===== src/rtl/pulse_ts_pkg.sv =====
// pulse_ts_pkg
// Shared definitions for the pulse line arbiter: field widths, the output
// word layout, the output register state encoding and the saturating
// drop-counter helper.
package pulse_ts_pkg;

    localparam int TS_WIDTH      = 29;
    localparam int ID_WIDTH      = 3;
    localparam int NUM_LINES_MAX = 8;

    localparam logic [15:0] DROP_CNT_MAX = 16'hFFFF;

    // One output word: {line_id, timestamp}, 32 bits total.
    typedef struct packed {
        logic [ID_WIDTH-1:0] id;
        logic [TS_WIDTH-1:0] ts;
    } ts_word_t;

    // Output register occupancy.
    typedef enum logic [0:0] {
        OUT_EMPTY = 1'b0,
        OUT_FULL  = 1'b1
    } out_state_t;

    // Add up to eight dropped edges to the counter, clamping at the maximum.
    function automatic logic [15:0] drop_sat_add(input logic [15:0] cnt,
                                                 input logic [3:0]  inc);
        logic [16:0] sum;
        sum = {1'b0, cnt} + {13'd0, inc};
        if (sum > {1'b0, DROP_CNT_MAX}) begin
            drop_sat_add = DROP_CNT_MAX;
        end else begin
            drop_sat_add = sum[15:0];
        end
    endfunction

endpackage


===== src/rtl/pulse_rr_arbiter.sv =====
// pulse_rr_arbiter
// Purely combinational arbiter choosing one pending line per cycle.
//   req_i        : per-line request (slot occupied)
//   last_grant_i : index of the most recent winner
//   grant_o      : one-hot grant
//   grant_idx_o  : binary index of the granted line
//   grant_vld_o  : at least one request present
// Build option: PULSE_ARB_FIXED_PRIO_EN selects fixed priority (lowest index
// wins, last_grant_i ignored); otherwise round-robin starting after
// last_grant_i.
module pulse_rr_arbiter
    import pulse_ts_pkg::*;
#(
    parameter int NUM_LINES = NUM_LINES_MAX
) (
    input  logic [NUM_LINES-1:0] req_i,
    input  logic [ID_WIDTH-1:0]  last_grant_i,
    output logic [NUM_LINES-1:0] grant_o,
    output logic [ID_WIDTH-1:0]  grant_idx_o,
    output logic                 grant_vld_o
);

`ifdef PULSE_ARB_FIXED_PRIO_EN
    logic unused_last_grant;
    assign unused_last_grant = ^last_grant_i;
`endif

    // Priority search producing the first requesting line in search order.
    always_comb begin
        logic found;
        logic hit;
        grant_o     = '0;
        grant_idx_o = '0;
        found       = 1'b0;
        hit         = 1'b0;
`ifdef PULSE_ARB_FIXED_PRIO_EN
        for (int i = 0; i < NUM_LINES; i++) begin
            hit         = req_i[i] & ~found;
            grant_o[i]  = hit;
            grant_idx_o = hit ? ID_WIDTH'(i) : grant_idx_o;
            found       = found | hit;
        end
`else
        // First pass covers lines after the last winner, second pass wraps
        // around to line 0 up to and including the last winner.
        for (int i = 0; i < NUM_LINES; i++) begin
            hit         = req_i[i] & ~found & (i > int'(last_grant_i));
            grant_o[i]  = grant_o[i] | hit;
            grant_idx_o = hit ? ID_WIDTH'(i) : grant_idx_o;
            found       = found | hit;
        end
        for (int i = 0; i < NUM_LINES; i++) begin
            hit         = req_i[i] & ~found & (i <= int'(last_grant_i));
            grant_o[i]  = grant_o[i] | hit;
            grant_idx_o = hit ? ID_WIDTH'(i) : grant_idx_o;
            found       = found | hit;
        end
`endif
        grant_vld_o = found;
    end

endmodule


===== src/rtl/pulse_line_arbiter.sv =====
// pulse_line_arbiter
// Captures rising edges on up to NUM_LINES pulse lines, timestamps them with a
// free-running counter and serialises the events as {line_id, ts} words onto
// a valid/ready output feeding the timestamp FIFO.
//   sample_clk : clock
//   resetn     : synchronous active-low reset
//   pulse_i    : pulse lines, synchronous to sample_clk
//   line_en    : per-line enable (disabled edges are neither captured nor dropped)
//   m_tdata    : {line_id[2:0], ts[28:0]}
//   m_tvalid   : output word valid
//   m_tready   : downstream ready
//   pending    : per-line holding slot occupied
//   drop_cnt   : saturating count of edges lost to a full slot
// Build option: PULSE_ARB_FIXED_PRIO_EN selects fixed-priority arbitration.
module pulse_line_arbiter
    import pulse_ts_pkg::*;
#(
    parameter int NUM_LINES = NUM_LINES_MAX
) (
    input  logic                 sample_clk,
    input  logic                 resetn,
    input  logic [NUM_LINES-1:0] pulse_i,
    input  logic [NUM_LINES-1:0] line_en,
    output logic [31:0]          m_tdata,
    output logic                 m_tvalid,
    input  logic                 m_tready,
    output logic [NUM_LINES-1:0] pending,
    output logic [15:0]          drop_cnt
);

    logic [TS_WIDTH-1:0]  ts_ctr_q,     ts_ctr_d;
    logic [NUM_LINES-1:0] pulse_q,      pulse_d;
    logic [NUM_LINES-1:0] pending_q,    pending_d;
    logic [TS_WIDTH-1:0]  ts_hold_q [NUM_LINES];
    logic [TS_WIDTH-1:0]  ts_hold_d [NUM_LINES];
    logic [15:0]          drop_cnt_q,   drop_cnt_d;
    logic [ID_WIDTH-1:0]  last_grant_q, last_grant_d;
    out_state_t           state_q,      state_d;
    ts_word_t             tdata_q,      tdata_d;

    logic [NUM_LINES-1:0] grant_s;
    logic [ID_WIDTH-1:0]  grant_idx_s;
    logic                 grant_vld_s;
    logic                 load_s;
    logic [TS_WIDTH-1:0]  sel_ts_s;

    pulse_rr_arbiter #(
        .NUM_LINES (NUM_LINES)
    ) u_arb (
        .req_i        (pending_q),
        .last_grant_i (last_grant_q),
        .grant_o      (grant_s),
        .grant_idx_o  (grant_idx_s),
        .grant_vld_o  (grant_vld_s)
    );

    // A word is loaded whenever something is pending and the output register
    // is empty or being emptied this cycle; this gives back-to-back words.
    always_comb begin
        load_s = grant_vld_s & ((state_q == OUT_EMPTY) | m_tready);
    end

    // Timestamp counter, edge detect, per-line slots and drop counting.
    always_comb begin
        logic [3:0] drop_inc;
        logic       rise;
        logic       granted;
        ts_ctr_d  = ts_ctr_q + 29'd1;
        pulse_d   = pulse_i;
        pending_d = pending_q;
        ts_hold_d = ts_hold_q;
        drop_inc  = 4'd0;
        rise      = 1'b0;
        granted   = 1'b0;
        for (int i = 0; i < NUM_LINES; i++) begin
            rise    = pulse_i[i] & ~pulse_q[i] & line_en[i];
            granted = grant_s[i] & load_s;
            // A slot being unloaded this cycle can take a new edge at once.
            if (rise && (!pending_q[i] || granted)) begin
                pending_d[i] = 1'b1;
                ts_hold_d[i] = ts_ctr_q;
            end else if (rise) begin
                drop_inc = drop_inc + 4'd1;
            end else if (granted) begin
                pending_d[i] = 1'b0;
            end else begin
                pending_d[i] = pending_q[i];
            end
        end
        drop_cnt_d = drop_sat_add(drop_cnt_q, drop_inc);
    end

    // Mux the winning line's held timestamp (grant is one-hot).
    always_comb begin
        sel_ts_s = '0;
        for (int i = 0; i < NUM_LINES; i++) begin
            sel_ts_s = sel_ts_s | ({TS_WIDTH{grant_s[i]}} & ts_hold_q[i]);
        end
    end

    // Output register next state.
    always_comb begin
        case (state_q)
            OUT_EMPTY: begin
                state_d = load_s ? OUT_FULL : OUT_EMPTY;
            end
            OUT_FULL: begin
                if (load_s) begin
                    state_d = OUT_FULL;
                end else if (m_tready) begin
                    state_d = OUT_EMPTY;
                end else begin
                    state_d = OUT_FULL;
                end
            end
            default: begin
                state_d = OUT_EMPTY;
            end
        endcase
    end

    // Output data and round-robin pointer; both change only on a load.
    always_comb begin
        if (load_s) begin
            tdata_d.id   = grant_idx_s;
            tdata_d.ts   = sel_ts_s;
            last_grant_d = grant_idx_s;
        end else begin
            tdata_d      = tdata_q;
            last_grant_d = last_grant_q;
        end
    end

    // Outputs come straight from flops.
    always_comb begin
        m_tvalid = (state_q == OUT_FULL);
        m_tdata  = tdata_q;
        pending  = pending_q;
        drop_cnt = drop_cnt_q;
    end

    // State registers; pulse_q resets high so a line already high at release
    // does not produce an event.
    always_ff @(posedge sample_clk) begin
        if (!resetn) begin
            ts_ctr_q     <= '0;
            pulse_q      <= '1;
            pending_q    <= '0;
            drop_cnt_q   <= 16'h0000;
            last_grant_q <= ID_WIDTH'(NUM_LINES - 1);
            state_q      <= OUT_EMPTY;
            tdata_q      <= '0;
            for (int i = 0; i < NUM_LINES; i++) begin
                ts_hold_q[i] <= '0;
            end
        end else begin
            ts_ctr_q     <= ts_ctr_d;
            pulse_q      <= pulse_d;
            pending_q    <= pending_d;
            drop_cnt_q   <= drop_cnt_d;
            last_grant_q <= last_grant_d;
            state_q      <= state_d;
            tdata_q      <= tdata_d;
            for (int i = 0; i < NUM_LINES; i++) begin
                ts_hold_q[i] <= ts_hold_d[i];
            end
        end
    end

endmodule


===== config.mk =====
export PLATFORM = sky130hd
export DESIGN_NAME = pulse_line_arbiter
export DESIGN_NICKNAME = d
export VERILOG_FILES = /design/src/rtl/pulse_ts_pkg.sv /design/src/rtl/pulse_rr_arbiter.sv /design/src/rtl/pulse_line_arbiter.sv
export SDC_FILE = /design/constraint.sdc
export NUM_CORES = 1
export LEC_CHECK = 0
export CAP_MARGIN = 5
export CORE_UTILIZATION = 34
export DETAILED_ROUTE_END_ITERATION = 10
export PLACE_DENSITY_LB_ADDON = 0.08
export SLEW_MARGIN = 20
export SYNTH_ARGS = -nofsm -noshare
export SYNTH_HDL_FRONTEND = slang
export SYNTH_SLANG_ARGS = --single-unit

===== constraint.sdc =====
create_clock -name sample_clk -period 8.5 [get_ports sample_clk]
set_input_delay 1.7 -clock sample_clk [delete_from_list [all_inputs] [get_ports sample_clk]]
set_output_delay 1.7 -clock sample_clk [all_outputs]
set_load 0.05 [all_outputs]

==> results of run 1 <==
-- layer usage --
layer / wire length, um / track usage (%) / vias up
met5: 0 / 0 / -
met4: 585 / 4.49 / 0
met3: 2340 / 3.17 / 44
met2: 21100 / 34.7 / 265
met1: 22900 / 31.8 / 6091
li1: - / - / 6096
-- layout by cell type (no fill, tap or decap), types with 5 or more instances in the layout --
| master | n |
|---|---|
| clkbuf_1 | 12 |
| clkdlybuf4s50_1 | 74 |
| buf_4 | 26 |
| a221oi_1 | 58 |
| xor2_1 | 33 |
| and3_1 | 7 |
| nor3_1 | 13 |
| and4_1 | 6 |
| nand4_1 | 7 |
| a21o_1 | 6 |
| nand3_1 | 49 |
| a21oi_1 | 269 |
| ha_1 | 11 |
| nor2_1 | 84 |
| o21ai_0 | 51 |
| a21oi_2 | 5 |
| dfxtp_1 | 329 |
| clkbuf_8 | 7 |
| mux2i_1 | 32 |
| a22oi_1 | 30 |
| inv_1 | 13 |
| nand2b_1 | 15 |
| or3_1 | 6 |
| xnor2_1 | 16 |
| clkbuf_16 | 39 |
| nor2b_1 | 7 |
| nand2_1 | 514 |
| a31oi_1 | 6 |
| and2_1 | 8 |
-- logic make-up after synthesis --
group	count (synthesis)	share of synthesized area, %
AO/OA/AOI/OAI	461	19.7
buffers and inverters	171	4.81
AND/OR/NAND/NOR	744	22.0
flip-flops	329	46.6
multiplexers	34	2.48
adder cells (fa/ha/maj)	12	1.12
XOR/XNOR	51	3.31
-- worst max-delay path, delay by kind of cell --
kind,cells,cell delay [ns]
AND/OR/NAND/NOR,11,1.90
AO/OA/AOI/OAI,10,1.74
adder cells (fa/ha/maj),6,1.59
XOR/XNOR,4,0.54
buffers and inverters,3,0.51
multiplexers,1,0.28
-- cell type report --
cell class | count | area (sq um)
clock inverters | 5 | 31.3
repair buffers | 101 | 941
fillers | 4200 | 24600
well taps | 532 | 666
multi-input cells | 1302 | 6940
inverters | 15 | 63.8
clock buffers | 58 | 1120
flip-flops and latches | 329 | 6590
-- worst paths after layout --
check / slack (ns) / start / to / cells past startpoint
worst max-delay path: 0.68 / m_tready / drop_cnt[1] / 35
worst min-delay path: 0.45 / ts_hold_q[9] / m_tdata[9] / 2
worst max register to register: 0.88 / last_grant_q[2] / drop_cnt[1] / 36
worst min register to register: 0.45 / ts_hold_q[9] / m_tdata[9] / 2
-- stage by stage --
step / utilization (%) / worst slack, ns
6_report: 39.9 / 0.676
3_5_place_dp: 37.1 / 0.221
3_3_place_gp: 37.1 / 0.304
2_1_floorplan: - / 1.01
5_1_grt: 39.9 / 0.125
4_1_cts: 39.9 / 0.732
-- where the power goes --
| group | switching (uW) | internal, uW | leakage (uW) |
|---|---|---|---|
| logic | 629 | 285 | 0.00211 |
| clock network | 648 | 901 | 0.000562 |
| registers | 77.5 | 1620 | 0.00266 |
| total | 1360 | 2800 | 0.00533 |
-- sequential cells by signal, indices dropped and copies added (netlist names) --
register and count:
drop_cnt 16, last_grant_q 3, m_tdata 32, m_tvalid 1
pending 8, pulse_q 8, ts_ctr_q 29, ts_hold_q 232
==> impl_metrics.env, run 1 <==
export IMPL_outcome="complete, no violations"
export IMPL_die_height_um=206
export IMPL_ys_types=68
export IMPL_async_flop_share_pct=0
export IMPL_instances_no_fill=2342
export IMPL_cts_inserted_buffers=38
export IMPL_crit_type="input pin to register"
export IMPL_ctsResizeCount=0
export IMPL_row_count=74
export IMPL_insertion_delay_ns=0.54
export IMPL_arrival_ns=8.28
export IMPL_synth_warnings=0
export IMPL_place_area_sq_um=15200
export IMPL_yosys_most_used_dff="dfxtp_1"
export IMPL_clockBufferDepth=3
export IMPL_dp_hpwl_um=26000
export IMPL_grt_pass1_vias=11606
export IMPL_clock_fmax_ghz=0.128
export IMPL_die_w_um=206
export IMPL_period_share_pct=92.1
export IMPL_crit_path_max_fanout=14
export IMPL_areaGrowthSynthToFinish_pct=15.6
export IMPL_synth_seq_cells=329
export IMPL_worstMarginPinSlew_ns=1.01
export IMPL_clock_root_buffer="clkbuf_16"
export IMPL_cts_setup_buffers=0
export IMPL_setup_tns_final_ns=0
export IMPL_drive_gt1_share_pct=6.46
export IMPL_netlist_top_cells_area="dfxtp_1 47%, nand2_1 14%, a21oi_1 9.7%"
export IMPL_htreeDepth=2
export IMPL_finalInstanceArea_sq_um=16300
export IMPL_endpoint_kind="register"
export IMPL_antenna_found_initial=0
export IMPL_synth_edf_count=0
export IMPL_drtPass1Iterations=5
export IMPL_worst_setup_path_start_kind="input pin"
export IMPL_grt_usage_pct=22.0
export IMPL_finalHoldWorstSlack_ns=0.447
export IMPL_ctsHoldBuffers=0
export IMPL_synthTopCellsByCount="518 x nand2_1, 329 x dfxtp_1, 273 x a21oi_1"
export IMPL_cts_tree="yes"
export IMPL_finalHoldViolCount=0
export IMPL_overflow=0
export IMPL_vdd_drop_max_mv=0.114
export IMPL_gp_congestion=0.867
export IMPL_ant_nets=0
export IMPL_pin_count=76
export IMPL_synth_area_per_cell_sq_um=7.85
export IMPL_netlist_area_leader_share_pct=46.6
export IMPL_syn_inst=1802
export IMPL_cellPowerDensity_nw_per_um2=254
export IMPL_grt_max_degree=131
export IMPL_synth_top_cell_by_area="dfxtp_1"
export IMPL_cellLeakagePower_uw=0.00533
export IMPL_min_period_ns=7.82
export IMPL_grt_pass1_wl_um=71500
export IMPL_core_area_sq_um=40900
export IMPL_slew_violations=0
export IMPL_setup_viol=0
export IMPL_max_stage_delay_ns=0.50
export IMPL_ys_seq_area_share_pct=46.6
export IMPL_start_util_pct=34.5
export IMPL_wl_per_cell_um=20.0
export IMPL_drv_cap=0
export IMPL_slew_headroom_pct=32.3
export IMPL_port_buffers=75
export IMPL_required_ns=8.95
export IMPL_path_clk_slew_ns=0.06
export IMPL_syn_area_sq_um=14100
export IMPL_finalNetCount=1818
export IMPL_cts_sinks=329
export IMPL_totalPowerFinal_uw=4160
export IMPL_die_area_sq_um=42400
export IMPL_critPathSlowestCell="nand3_1"
export IMPL_placed_cells=2279
export IMPL_cpMostUsedCell="ha_1"
export IMPL_synth_fp_nets=1833
export IMPL_rsz0062_at_grt="false"
export IMPL_drc=0
export IMPL_min_path_type="register to register"
export IMPL_diodes=0
export IMPL_drt_iter0_drc=923
export IMPL_synth_most_common_cell="nand2_1"
export IMPL_routed_wl_um=46900
export IMPL_skew_ns=0.0217
export IMPL_vias_per_cell=5.34
export IMPL_dr_total_vias=12496
Note: power is estimated with default switching activity, not from simulation.
==> inputs of run 2 (changes only) <==
--- a/constraint.sdc
+++ b/constraint.sdc
@@ -3,2 +3,2 @@
 set_output_delay 1.7 -clock sample_clk [all_outputs]
-set_load 0.05 [all_outputs]
+set_load 0.02 [all_outputs]
==> results of run 2 <==
Same layout as run 1 (identical final DEF). Status: complete, no violations.
Main changes from that run: total power 4160 uW -> 4020 uW; worst IR drop on VDD 0.114 mV -> 0.113 mV
==> inputs of run 3 (changes only) <==
GPL_TIMING_DRIVEN = 0   (was unset)
==> run 3 against run 2 <==
First-iteration DRC count fell by 13%. Fmax fell by 2.8%. Setup slack got worse by 0.22 ns. Clock skew rose by 0.0031 ns. Global-route usage rose by 0.71 points. Die area did not move. Register-to-register slack improved by 0.21 ns. Sequential share of layout area fell by 1.1 points. Sequential power barely moved. Combinational power rose by 10%. Clock power rose by 8%. Largest power group unchanged.
==> impl_metrics.env, run 3 (synthesis results as in run 1) <==
export IMPL_critPathSlowestCell="clkdlybuf4s50_1"
export IMPL_crit_type="input pin to register"
export IMPL_clock_root_buffer="clkbuf_16"
export IMPL_areaGrowthSynthToFinish_pct=19.0
export IMPL_rsz0062_at_grt="false"
export IMPL_finalHoldWorstSlack_ns=0.448
export IMPL_grt_max_degree=13
export IMPL_dr_total_vias=12871
export IMPL_dp_hpwl_um=35100
export IMPL_crit_path_max_fanout=10
export IMPL_cts_setup_buffers=0
export IMPL_start_util_pct=34.5
export IMPL_die_area_sq_um=42400
export IMPL_insertion_delay_ns=0.54
export IMPL_vdd_drop_max_mv=0.0899
export IMPL_min_period_ns=8.05
export IMPL_cellLeakagePower_uw=0.00549
export IMPL_slew_violations=0
export IMPL_cpMostUsedCell="ha_1"
export IMPL_period_share_pct=94.7
export IMPL_clock_fmax_ghz=0.124
export IMPL_place_area_sq_um=15500
export IMPL_layout_cells_most_common="nand2_1"
export IMPL_ctsHoldBuffers=0
export IMPL_overflow=0
export IMPL_utilization_pct=41.1
export IMPL_mostFrequentLayoutCells="518 x nand2_1, 329 x dfxtp_1, 273 x a21oi_1, 140 x clkbuf_1, 84 x nor2_1"
export IMPL_cts_tree="yes"
export IMPL_worst_setup_path_start_kind="input pin"
export IMPL_row_count=74
export IMPL_finalHoldViolCount=0
export IMPL_diodes=0
export IMPL_instances_no_fill=2473
export IMPL_ant_nets=0
export IMPL_grt_pass1_wl_um=72900
export IMPL_routed_wl_um=48200
export IMPL_required_ns=8.94
export IMPL_drt_iter0_drc=802
export IMPL_regMostFlops="ts_hold_q"
export IMPL_die_w_um=206
export IMPL_arrival_ns=8.49
export IMPL_place_ws_ns=-0.638
export IMPL_grt_usage_pct=22.7
export IMPL_placed_cells=2408
export IMPL_skew_ns=0.0247
export IMPL_drv_cap=0
export IMPL_clockBufferDepth=3
export IMPL_grt_pass1_vias=12120
export IMPL_worstMarginPinSlew_ns=0.963
export IMPL_largest_reg_flops=232
export IMPL_cellPowerDensity_nw_per_um2=249
export IMPL_fillCellCount=4283
export IMPL_setup_viol=0
export IMPL_htreeDepth=2
export IMPL_ctsResizeCount=1
export IMPL_path_clk_slew_ns=0.06
export IMPL_drtPass1Iterations=5
export IMPL_die_height_um=206
export IMPL_slew_headroom_pct=35.8
export IMPL_vias_per_cell=5.20
export IMPL_finalNetCount=1948
export IMPL_endpoint_kind="register"
export IMPL_wl_per_cell_um=19.5
export IMPL_antenna_found_initial=0
export IMPL_cts_inserted_buffers=39
export IMPL_core_area_sq_um=40900
export IMPL_finalInstanceArea_sq_um=16800
export IMPL_pin_count=76
export IMPL_port_buffers=74
export IMPL_fin_ws_ns=0.454
export IMPL_drc=0
export IMPL_max_stage_delay_ns=0.47
export IMPL_drive_gt1_share_pct=5.00
export IMPL_gp_congestion=0.897
export IMPL_outcome="complete, no violations"
export IMPL_cts_sinks=329
export IMPL_min_path_type="register to register"
run 3: cell count changes in the layout (fill, tap and decap cells not counted), moves of 3 or more:
| cell | delta |
|---|---|
| buf_2 | +9 |
| a21oi_1 | +4 |
| buf_4 | -25 |
| buf_1 | +8 |
| a21oi_2 | -4 |
| clkbuf_1 | +128 |
| nand2_2 | -4 |
| buf_6 | +3 |
| nand2_1 | +4 |
| nor2b_1 | +3 |
run 3: cell type report:
type / instances / area (sq um) / area share [%]
multi-input cells: 1302 / 6890 / 40.9
flip-flops and latches: 329 / 6590 / 39.1
clock buffers: 56 / 1150 / 6.84
repair buffers: 74 / 741 / 4.40
well taps: 532 / 666 / 3.96
plain buffers: 156 / 628 / 3.73
clock inverters: 9 / 110 / 0.654
inverters: 15 / 56.3 / 0.335
run 3: critical path: cells and delay by family:
| family | cells | cell delay [ns] |
|---|---|---|
| mux | 1 | 0.27 |
| buf+inv | 6 | 1.23 |
| xor+xnor | 4 | 0.59 |
| simple gates | 11 | 1.60 |
| fa+ha+maj | 5 | 1.39 |
| compound gates | 9 | 1.69 |
run 3: metal layers:
metal | GRT usage (%) | vias up | share of wire, %
met3 | 2.65 | 72 | 4.4
met5 | 0 | - | 0
met4 | 6.64 | 0 | 2.3
met2 | 37.0 | 311 | 46
li1 | - | 6354 | -
met1 | 31.4 | 6134 | 47
run 3: final timing paths:
kind / slack (ns) / cells after the start / endpoint / start
max reg2reg: 1.09 / 38 / drop_cnt[4] / pending[1]
min reg2reg: 0.45 / 2 / m_tdata[2] / ts_hold_q[2]
min: 0.45 / 2 / m_tdata[2] / ts_hold_q[2]
max: 0.45 / 36 / drop_cnt[4] / m_tready
run 3: power by group:
part / internal (uW) / leakage, uW / total [uW] / switching, uW
Combinational: 297 / 0.00221 / 853 / 556
Clock: 998 / 0.000625 / 1670 / 670
Sequential: 1620 / 0.00266 / 1670 / 50.7
run 3: per-stage QoR:
stage               TNS, ns  power (uW)
floorplan                 0        2150
global placement      -7.29        2550
detailed placement    -7.98        2550
CTS                       0        4220
global route              0        4360
finish                    0        4190
